==> src/rtl/version_pkg.sv <==
// Build identity constants, regenerated by the build script.
// Fields other than the version numbers are BCD.
package version_pkg;
  localparam logic [7:0]  C_VERSION_MAJOR  = 8'h00;
  localparam logic [7:0]  C_VERSION_MINOR  = 8'h00;
  localparam logic [7:0]  C_VERSION_PATCH  = 8'h00;
  localparam logic [7:0]  C_VERSION_BUILD  = 8'd77;
  localparam logic [15:0] C_VERSION_YEAR   = 16'h2026;
  localparam logic [7:0]  C_VERSION_MONTH  = 8'h01;
  localparam logic [7:0]  C_VERSION_DAY    = 8'h15;
  localparam logic [7:0]  C_VERSION_HOUR   = 8'h12;
  localparam logic [7:0]  C_VERSION_MINUTE = 8'h15;
  localparam logic [7:0]  C_VERSION_SECOND = 8'h48;
endpackage

==> src/rtl/version_report_pkg.sv <==
// Shared types and framing constants for the
// build-identity report stream.
package version_report_pkg;
  localparam logic [7:0] C_REPORT_HEADER = 8'hA5;
  localparam logic [7:0] C_REPORT_LEN    = 8'h0B;
  localparam int         C_REPORT_BYTES  = 14;

  typedef enum logic {
    IDLE,
    SEND
  } report_state_t;

  typedef logic [3:0] byte_idx_t;

  localparam byte_idx_t C_LAST_IDX =
    byte_idx_t'(C_REPORT_BYTES - 1);
endpackage

==> src/rtl/version_reporter.sv <==
// Streams the build identity as a framed,
// checksummed 14-byte record on a byte link.
module version_reporter
  import version_report_pkg::*;
#(
  parameter logic [7:0]  G_HEADER = C_REPORT_HEADER,
  parameter logic [7:0]  G_MAJOR  =
    version_pkg::C_VERSION_MAJOR,
  parameter logic [7:0]  G_MINOR  =
    version_pkg::C_VERSION_MINOR,
  parameter logic [7:0]  G_PATCH  =
    version_pkg::C_VERSION_PATCH,
  parameter logic [7:0]  G_BUILD  =
    version_pkg::C_VERSION_BUILD,
  parameter logic [15:0] G_YEAR   =
    version_pkg::C_VERSION_YEAR,
  parameter logic [7:0]  G_MONTH  =
    version_pkg::C_VERSION_MONTH,
  parameter logic [7:0]  G_DAY    =
    version_pkg::C_VERSION_DAY,
  parameter logic [7:0]  G_HOUR   =
    version_pkg::C_VERSION_HOUR,
  parameter logic [7:0]  G_MINUTE =
    version_pkg::C_VERSION_MINUTE,
  parameter logic [7:0]  G_SECOND =
    version_pkg::C_VERSION_SECOND
) (
  input  logic        clk,
  input  logic        rst,
  input  logic        req_valid,
  output logic        req_ready,
  output logic [7:0]  m_data,
  output logic        m_valid,
  input  logic        m_ready,
  output logic        m_last,
  output logic        busy,
  output logic [15:0] report_count
);

  report_state_t state;
  byte_idx_t     idx;
  logic [7:0]    acc;

  byte_idx_t     idx_nxt;
  logic [7:0]    acc_nxt;
  logic [7:0]    byte_nxt;

  // Next index, accumulator and the byte it selects;
  // the checksum folds in the byte being accepted now.
  always_comb begin
    idx_nxt = idx + byte_idx_t'(1);
    acc_nxt = acc;
    if (idx != '0 && idx != C_LAST_IDX)
      acc_nxt = acc + m_data;
    unique case (idx_nxt)
      4'd1:    byte_nxt = C_REPORT_LEN;
      4'd2:    byte_nxt = G_MAJOR;
      4'd3:    byte_nxt = G_MINOR;
      4'd4:    byte_nxt = G_PATCH;
      4'd5:    byte_nxt = G_BUILD;
      4'd6:    byte_nxt = G_YEAR[15:8];
      4'd7:    byte_nxt = G_YEAR[7:0];
      4'd8:    byte_nxt = G_MONTH;
      4'd9:    byte_nxt = G_DAY;
      4'd10:   byte_nxt = G_HOUR;
      4'd11:   byte_nxt = G_MINUTE;
      4'd12:   byte_nxt = G_SECOND;
      4'd13:   byte_nxt = 8'h00 - acc_nxt;
      default: byte_nxt = G_HEADER;
    endcase
  end

  // Record FSM with registered stream outputs.
  always_ff @(posedge clk) begin
    if (rst) begin
      state        <= IDLE;
      idx          <= '0;
      acc          <= '0;
      m_data       <= '0;
      m_valid      <= 1'b0;
      m_last       <= 1'b0;
      req_ready    <= 1'b1;
      busy         <= 1'b0;
      report_count <= '0;
    end else begin
      unique case (state)
        IDLE: begin
          if (req_valid) begin
            state     <= SEND;
            idx       <= '0;
            acc       <= '0;
            m_data    <= G_HEADER;
            m_valid   <= 1'b1;
            m_last    <= 1'b0;
            req_ready <= 1'b0;
            busy      <= 1'b1;
          end
        end
        SEND: begin
          if (m_ready) begin
            if (idx == C_LAST_IDX) begin
              state        <= IDLE;
              m_valid      <= 1'b0;
              m_last       <= 1'b0;
              req_ready    <= 1'b1;
              busy         <= 1'b0;
              report_count <= report_count + 16'd1;
            end else begin
              idx    <= idx_nxt;
              acc    <= acc_nxt;
              m_data <= byte_nxt;
              m_last <= (idx_nxt == C_LAST_IDX);
            end
          end
        end
        default: state <= IDLE;
      endcase
    end
  end

endmodule

==> config.mk <==
export PLATFORM = sky130hd
export DESIGN_NAME = version_reporter
export DESIGN_NICKNAME = d
export VERILOG_FILES = /design/src/rtl/version_pkg.sv /design/src/rtl/version_report_pkg.sv /design/src/rtl/version_reporter.sv
export SDC_FILE = /design/constraint.sdc
export NUM_CORES = 1
export LEC_CHECK = 0
export BUFFER_PORTS_ARGS = -buffer_cell sky130_fd_sc_hd__buf_2
export CORE_ASPECT_RATIO = 1.25
export CORE_UTILIZATION = 50
export CTS_BUF_LIST = sky130_fd_sc_hd__clkbuf_8
export DETAILED_ROUTE_END_ITERATION = 7
export PLACE_DENSITY = 0.68
export SETUP_SLACK_MARGIN = 0.02
export SLEW_MARGIN = 30
export SYNTH_ARGS = -nofsm -noshare
export SYNTH_HDL_FRONTEND = slang
export SYNTH_SLANG_ARGS = --single-unit
==> constraint.sdc <==
create_clock -name clk -period 4 [get_ports clk]
set_clock_uncertainty 0.1 [all_clocks]
set_input_delay 0.2 -clock clk [delete_from_list [all_inputs] [get_ports clk]]
set_output_delay 0.2 -clock clk [all_outputs]
set_load 0.05 [all_outputs]
### Word-level counts from Yosys, hierarchy flattened

Index checks and enable logic that the tools add are counted.

* bits of input ports: 4
* register bits: 40
* output and inout port bits: 28
* logic and storage cells: 69

* eq/ne operators: 19
* bitwise logic cells: 1
* add/sub/neg operators: 4
* reduce and logical (&&, ||, !) cells: 8
* muxes and demuxes: 29

Operators by type and width (count)
* $pmux 8 s10: 1
* $mux 8: 7
* $pmux 8 s2: 2
* $eq 4x4->1 const B: 7
* $add 16x1->16 const B: 1
* $eq 4x3->1 const B: 4
* $mux 4: 3
* $mux 1: 11
* $reduce_and 3->1: 3
* $add 8x8->8: 1
* $eq 4x2->1 const B: 2
* $pmux 1 s2: 4
* $pmux 4 s2: 1
* $sub 1x8->8 const A: 1
* $ne 2x2->1 const B: 3
* $add 4x1->4 const B: 1
* $eq 4x1->1 const B: 1
* $ne 4x4->1 const B: 1
* $reduce_bool 4->1: 1
* $reduce_or 3->1: 1
* $ne 2x1->1 const B: 1
* $reduce_and 2->1: 1
* $reduce_or 2->1: 1
* $logic_and 1x1->1: 1
* $not 1->1: 1

### Depth between registers and ports, before layout

* depth after elaboration: 8
* gate-level depth with buffers: 15
* mapped depth without buffers: 14

### Least setup slack after synthesis

Ideal clock, no wire load.

* kind: reg-to-reg
* start point: reg m_data[0]
* end point: reg m_data[6]
* arrival time: 2729 ps
* buffers on the path: 0
* cell stages (with the launch flop): 10
* data required time: 3768 ps
* period minus slack after synthesis: 2961 ps
* library setup time: 132 ps
* path slack: 1039 ps
* path through: dfxtp_1 -> ha_1 -> fa_1 -> a21o_1 -> a211oi_1 -> o22ai_1 -> o31a_1 -> o211a_1 -> o311ai_1 -> a21oi_1

* word-level cells in the longest chain between the ends: 7

Ends and longest elaborated chain
* start, declared: line version_reporter.sv:32 `output logic [7:0] m_data,`
* start signal, assigned: line version_reporter.sv:111 `m_data <= byte_nxt;`
* $add 8x8->8: line version_reporter.sv:54 `acc_nxt = acc + m_data;`
* $mux 8: line version_reporter.sv:53 `if (idx != '0 && idx != C_LAST_IDX)`
* $sub 1x8->8: line version_reporter.sv:68 `4'd13: byte_nxt = 8'h00 - acc_nxt;`
* $pmux 8 s10: line version_reporter.sv:55 `unique case (idx_nxt)`
* $mux 8: line version_reporter.sv:101 `if (idx == C_LAST_IDX) begin`
* $mux 8: line version_reporter.sv:100 `if (m_ready) begin`
* $pmux 8 s2: line version_reporter.sv:86 `unique case (state)`

Every way passes these cells. The select of a mux whose other input is x is not followed.
A chain may end at the register's enable or synchronous reset.

### Worst setup path after layout

* start point: reg idx[0]
* end point: reg m_data[1]

* word-level cells in the longest chain between the ends: 8
* elaborated cells between the ends (all ways): 28
* classes of those cells: add/sub: 2; eq/ne: 16; mux: 5; reduce/logical: 5

Ends and longest elaborated chain
* start, declared: line version_reporter.sv:41 `byte_idx_t idx;`
* start signal, assigned: line version_reporter.sv:109 `idx <= idx_nxt;`
* $ne 4x4->1 / $reduce_bool 4->1 (equally long branches): line version_reporter.sv:53
* $logic_and 1x1->1: line version_reporter.sv:53
* $mux 8: line version_reporter.sv:53
* $sub 1x8->8: line version_reporter.sv:68
* $pmux 8 s10: line version_reporter.sv:55
* $mux 8: line version_reporter.sv:101
* $mux 8: line version_reporter.sv:100
* $pmux 8 s2: line version_reporter.sv:86

Several ways; a longest one is shown, not always the timed one. The select of a mux whose other input is x is not followed.

==> metrics <==
Resize count post-CTS=0; worst vdd ir=0.272 mV; CTS HTree Levels=2; Peak Freq=0.304 GHz; Bufs on Longest Clock Path=2; clock sinks=40; Final Net Count=between 300 and 400; cell area after layout=approximately 2900 um2; dpl cell area=2780 um2; CTS tree=done; number of fill cells=about 480; clock-pin slew on the worst setup and hold paths=0.09 ns; worst reg2reg setup slack=0.71 ns; row count=28; CP endpoint kind=flip-flop; largest net degree at the start of global routing=42; setup TNS=0 ns; Max Cap Viol=0; Slew @ Worst Pin=0.785 ns; Total GRT Usage=24.6%; crit path time final=between 3 and 4 ns; most common cell after layout, fill and taps aside=nor2_1; die extent in x=66.3 um; CP Data Arrival Time=roughly 3.4 ns; area grow syn2layout=11.9%; vias in the first global route=2,236; Post-synth EDFFs=0; 1st-iter DRT viols=109; leakage=1.27 nW; Pre-antenna DRT Iters=6; clk root buf=clkbuf_8; fin crit share=82.3%; Hold Fails Final Rpt=0; Slew headroom=47.7%; DRC errors left=0; setup bufs post-CTS=0; antenna violations before repair=0; fin. max-slew vios=0; Synth cell types=56; CP Class=reg -> reg; net count after synthesis=348; Post-synth ARST share=0%; Antenna Nets Post-Route=0; Initial Util=a little over half; yosys warns=0; Total Power=approximately 900 uW; P per Cell Area=slightly above 300 nW/um2; via count=2,454; status=completed; number of synthesized register bits=40; Post-Syn Area=2590 um2; # setup viols final=0; RSZ-0062 raised after global routing=no; Mapped Cells=329; commonest non-fill, non-tap cells in the layout=49 x nor2_1, 40 x dfxtp_1, 31 x buf_2; core area=approximately 5000 um2; cts hold-fix bufs=0; DIE AREA=5470 um2; Die Height=82.4 um; port bufs=31; CTS buffer count=5; global placement routability congestion=0.869; startpoint types=flip-flop; share of cells above drive strength 1=13.4%; CP Max Fanout=12; IO Pins=32; worst hold path type=in -> reg; Routed WL=approximately 6.4 mm; Clock Latency Late Sink=0.30 ns; n_diodes=0; dpl hpwl=4.57 mm; Required @ worst endpoint=4.07 ns; Remaining Overflow, GRT=0; post-synthesis sequential area ratio=a little over 30%; Syn Area/Cell=7.86 um2; average wire per standard cell=around 15 um; via-per-instance ratio=slightly below 6; first-pass GRT wire length=10.1 mm; Post-synth top flop=dfxtp_1
[state kept, by name, summed over array words and instances (netlist names)]
name          count
m_last            1
req_ready         1
idx               4
busy              1
m_data            8
acc               8
state             1
report_count     16
[worst max-delay path, cell delays in order (launching register included)]
cell and delay, ns:
dfxtp_1 0.40, inv_1 0.12, ha_1 0.40, or3b_1 0.40
and2_1 0.20, mux2_2 0.30, inv_1 0.08, ha_1 0.26
nor2b_1 0.15, mux2i_1 0.18, mux2i_1 0.10, a21oi_1 0.15
o21ai_0 0.08, a32oi_1 0.20, nor2_1 0.05
[final timing paths]
path,from,endpoint,cells past startpoint
max,idx[0],m_data[1],14
min,req_valid,state,3
max reg2reg,idx[0],m_data[1],14
min reg2reg,m_data[6],m_data[6],2
[area by class of cell]
cell class,instances,area (um2),share of cell area [%]
Multi-Input combinational cell,267,1700,58.6
Sequential cell,40,801,27.7
Timing Repair Buffer,35,185,6.40
Tap cell,60,75.1,2.59
Clock buffer,5,68.8,2.38
Clock inverter,3,42.5,1.47
Inverter,7,26.3,0.908
[Yosys cell counts (all sizes together), types with 5 or more instances]
| cell | n | area [um2] |
|---|---|---|
| a211oi | 6 | 45.0 |
| a21o | 5 | 37.5 |
| a21oi | 27 | 135 |
| a22oi | 5 | 37.5 |
| and3 | 7 | 43.8 |
| clkbuf | 12 | 46.3 |
| dfxtp | 40 | 801 |
| ha | 14 | 175 |
| inv | 7 | 26.3 |
| nand2 | 24 | 90.1 |
| nand3 | 19 | 95.1 |
| nand4 | 6 | 37.5 |
| nor2 | 49 | 184 |
| o21ai | 14 | 70.1 |
| or3 | 7 | 43.8 |
| xnor2 | 12 | 105 |
| xor2 | 13 | 114 |
[cells by family after synthesis]
| group | share of synthesized area (%) |
|---|---|
| simple gates | 26.1 |
| flops | 31.0 |
| xor+xnor | 8.47 |
| mux | 1.98 |
| fa+ha+maj | 7.55 |
| buf+inv | 3.43 |
| compound gates | 21.5 |
[power by group]
part / switching (mW) / total [mW] / internal, mW
clock network: 0.162 / 0.347 / 0.185
logic: 0.0888 / 0.127 / 0.0383
registers: 0.00801 / 0.414 / 0.406
[through the flow]
step / setup WS [ns] / hold slack (ns) / util [%] / instances
final: 0.709 / 0.0803 / 59.5 / 417
after global routing: 0.445 / 0.0767 / 59.5 / 417
after CTS: 0.748 / 0.0735 / 59.5 / 417
after detailed placement: 0.761 / 0.354 / 57.2 / 409
after global placement: 0.892 / 0.341 / 57.2 / 409
after floorplan: 1.04 / 0.262 / - / 329
[layer usage]
layer / share of wire [%] / vias to the layer above / wire length, um / global-route usage [%]
met5: 0 / - / 0 / 0
met4: 1.8 / 0 / 117 / 9.57
met3: 3.5 / 14 / 222 / 4.81
met2: 51 / 50 / 3250 / 44.5
met1: 44 / 1150 / 2780 / 28.1
li1: - / 1240 / - / -
No activity file was read; power rests on OpenSTA's default activity.
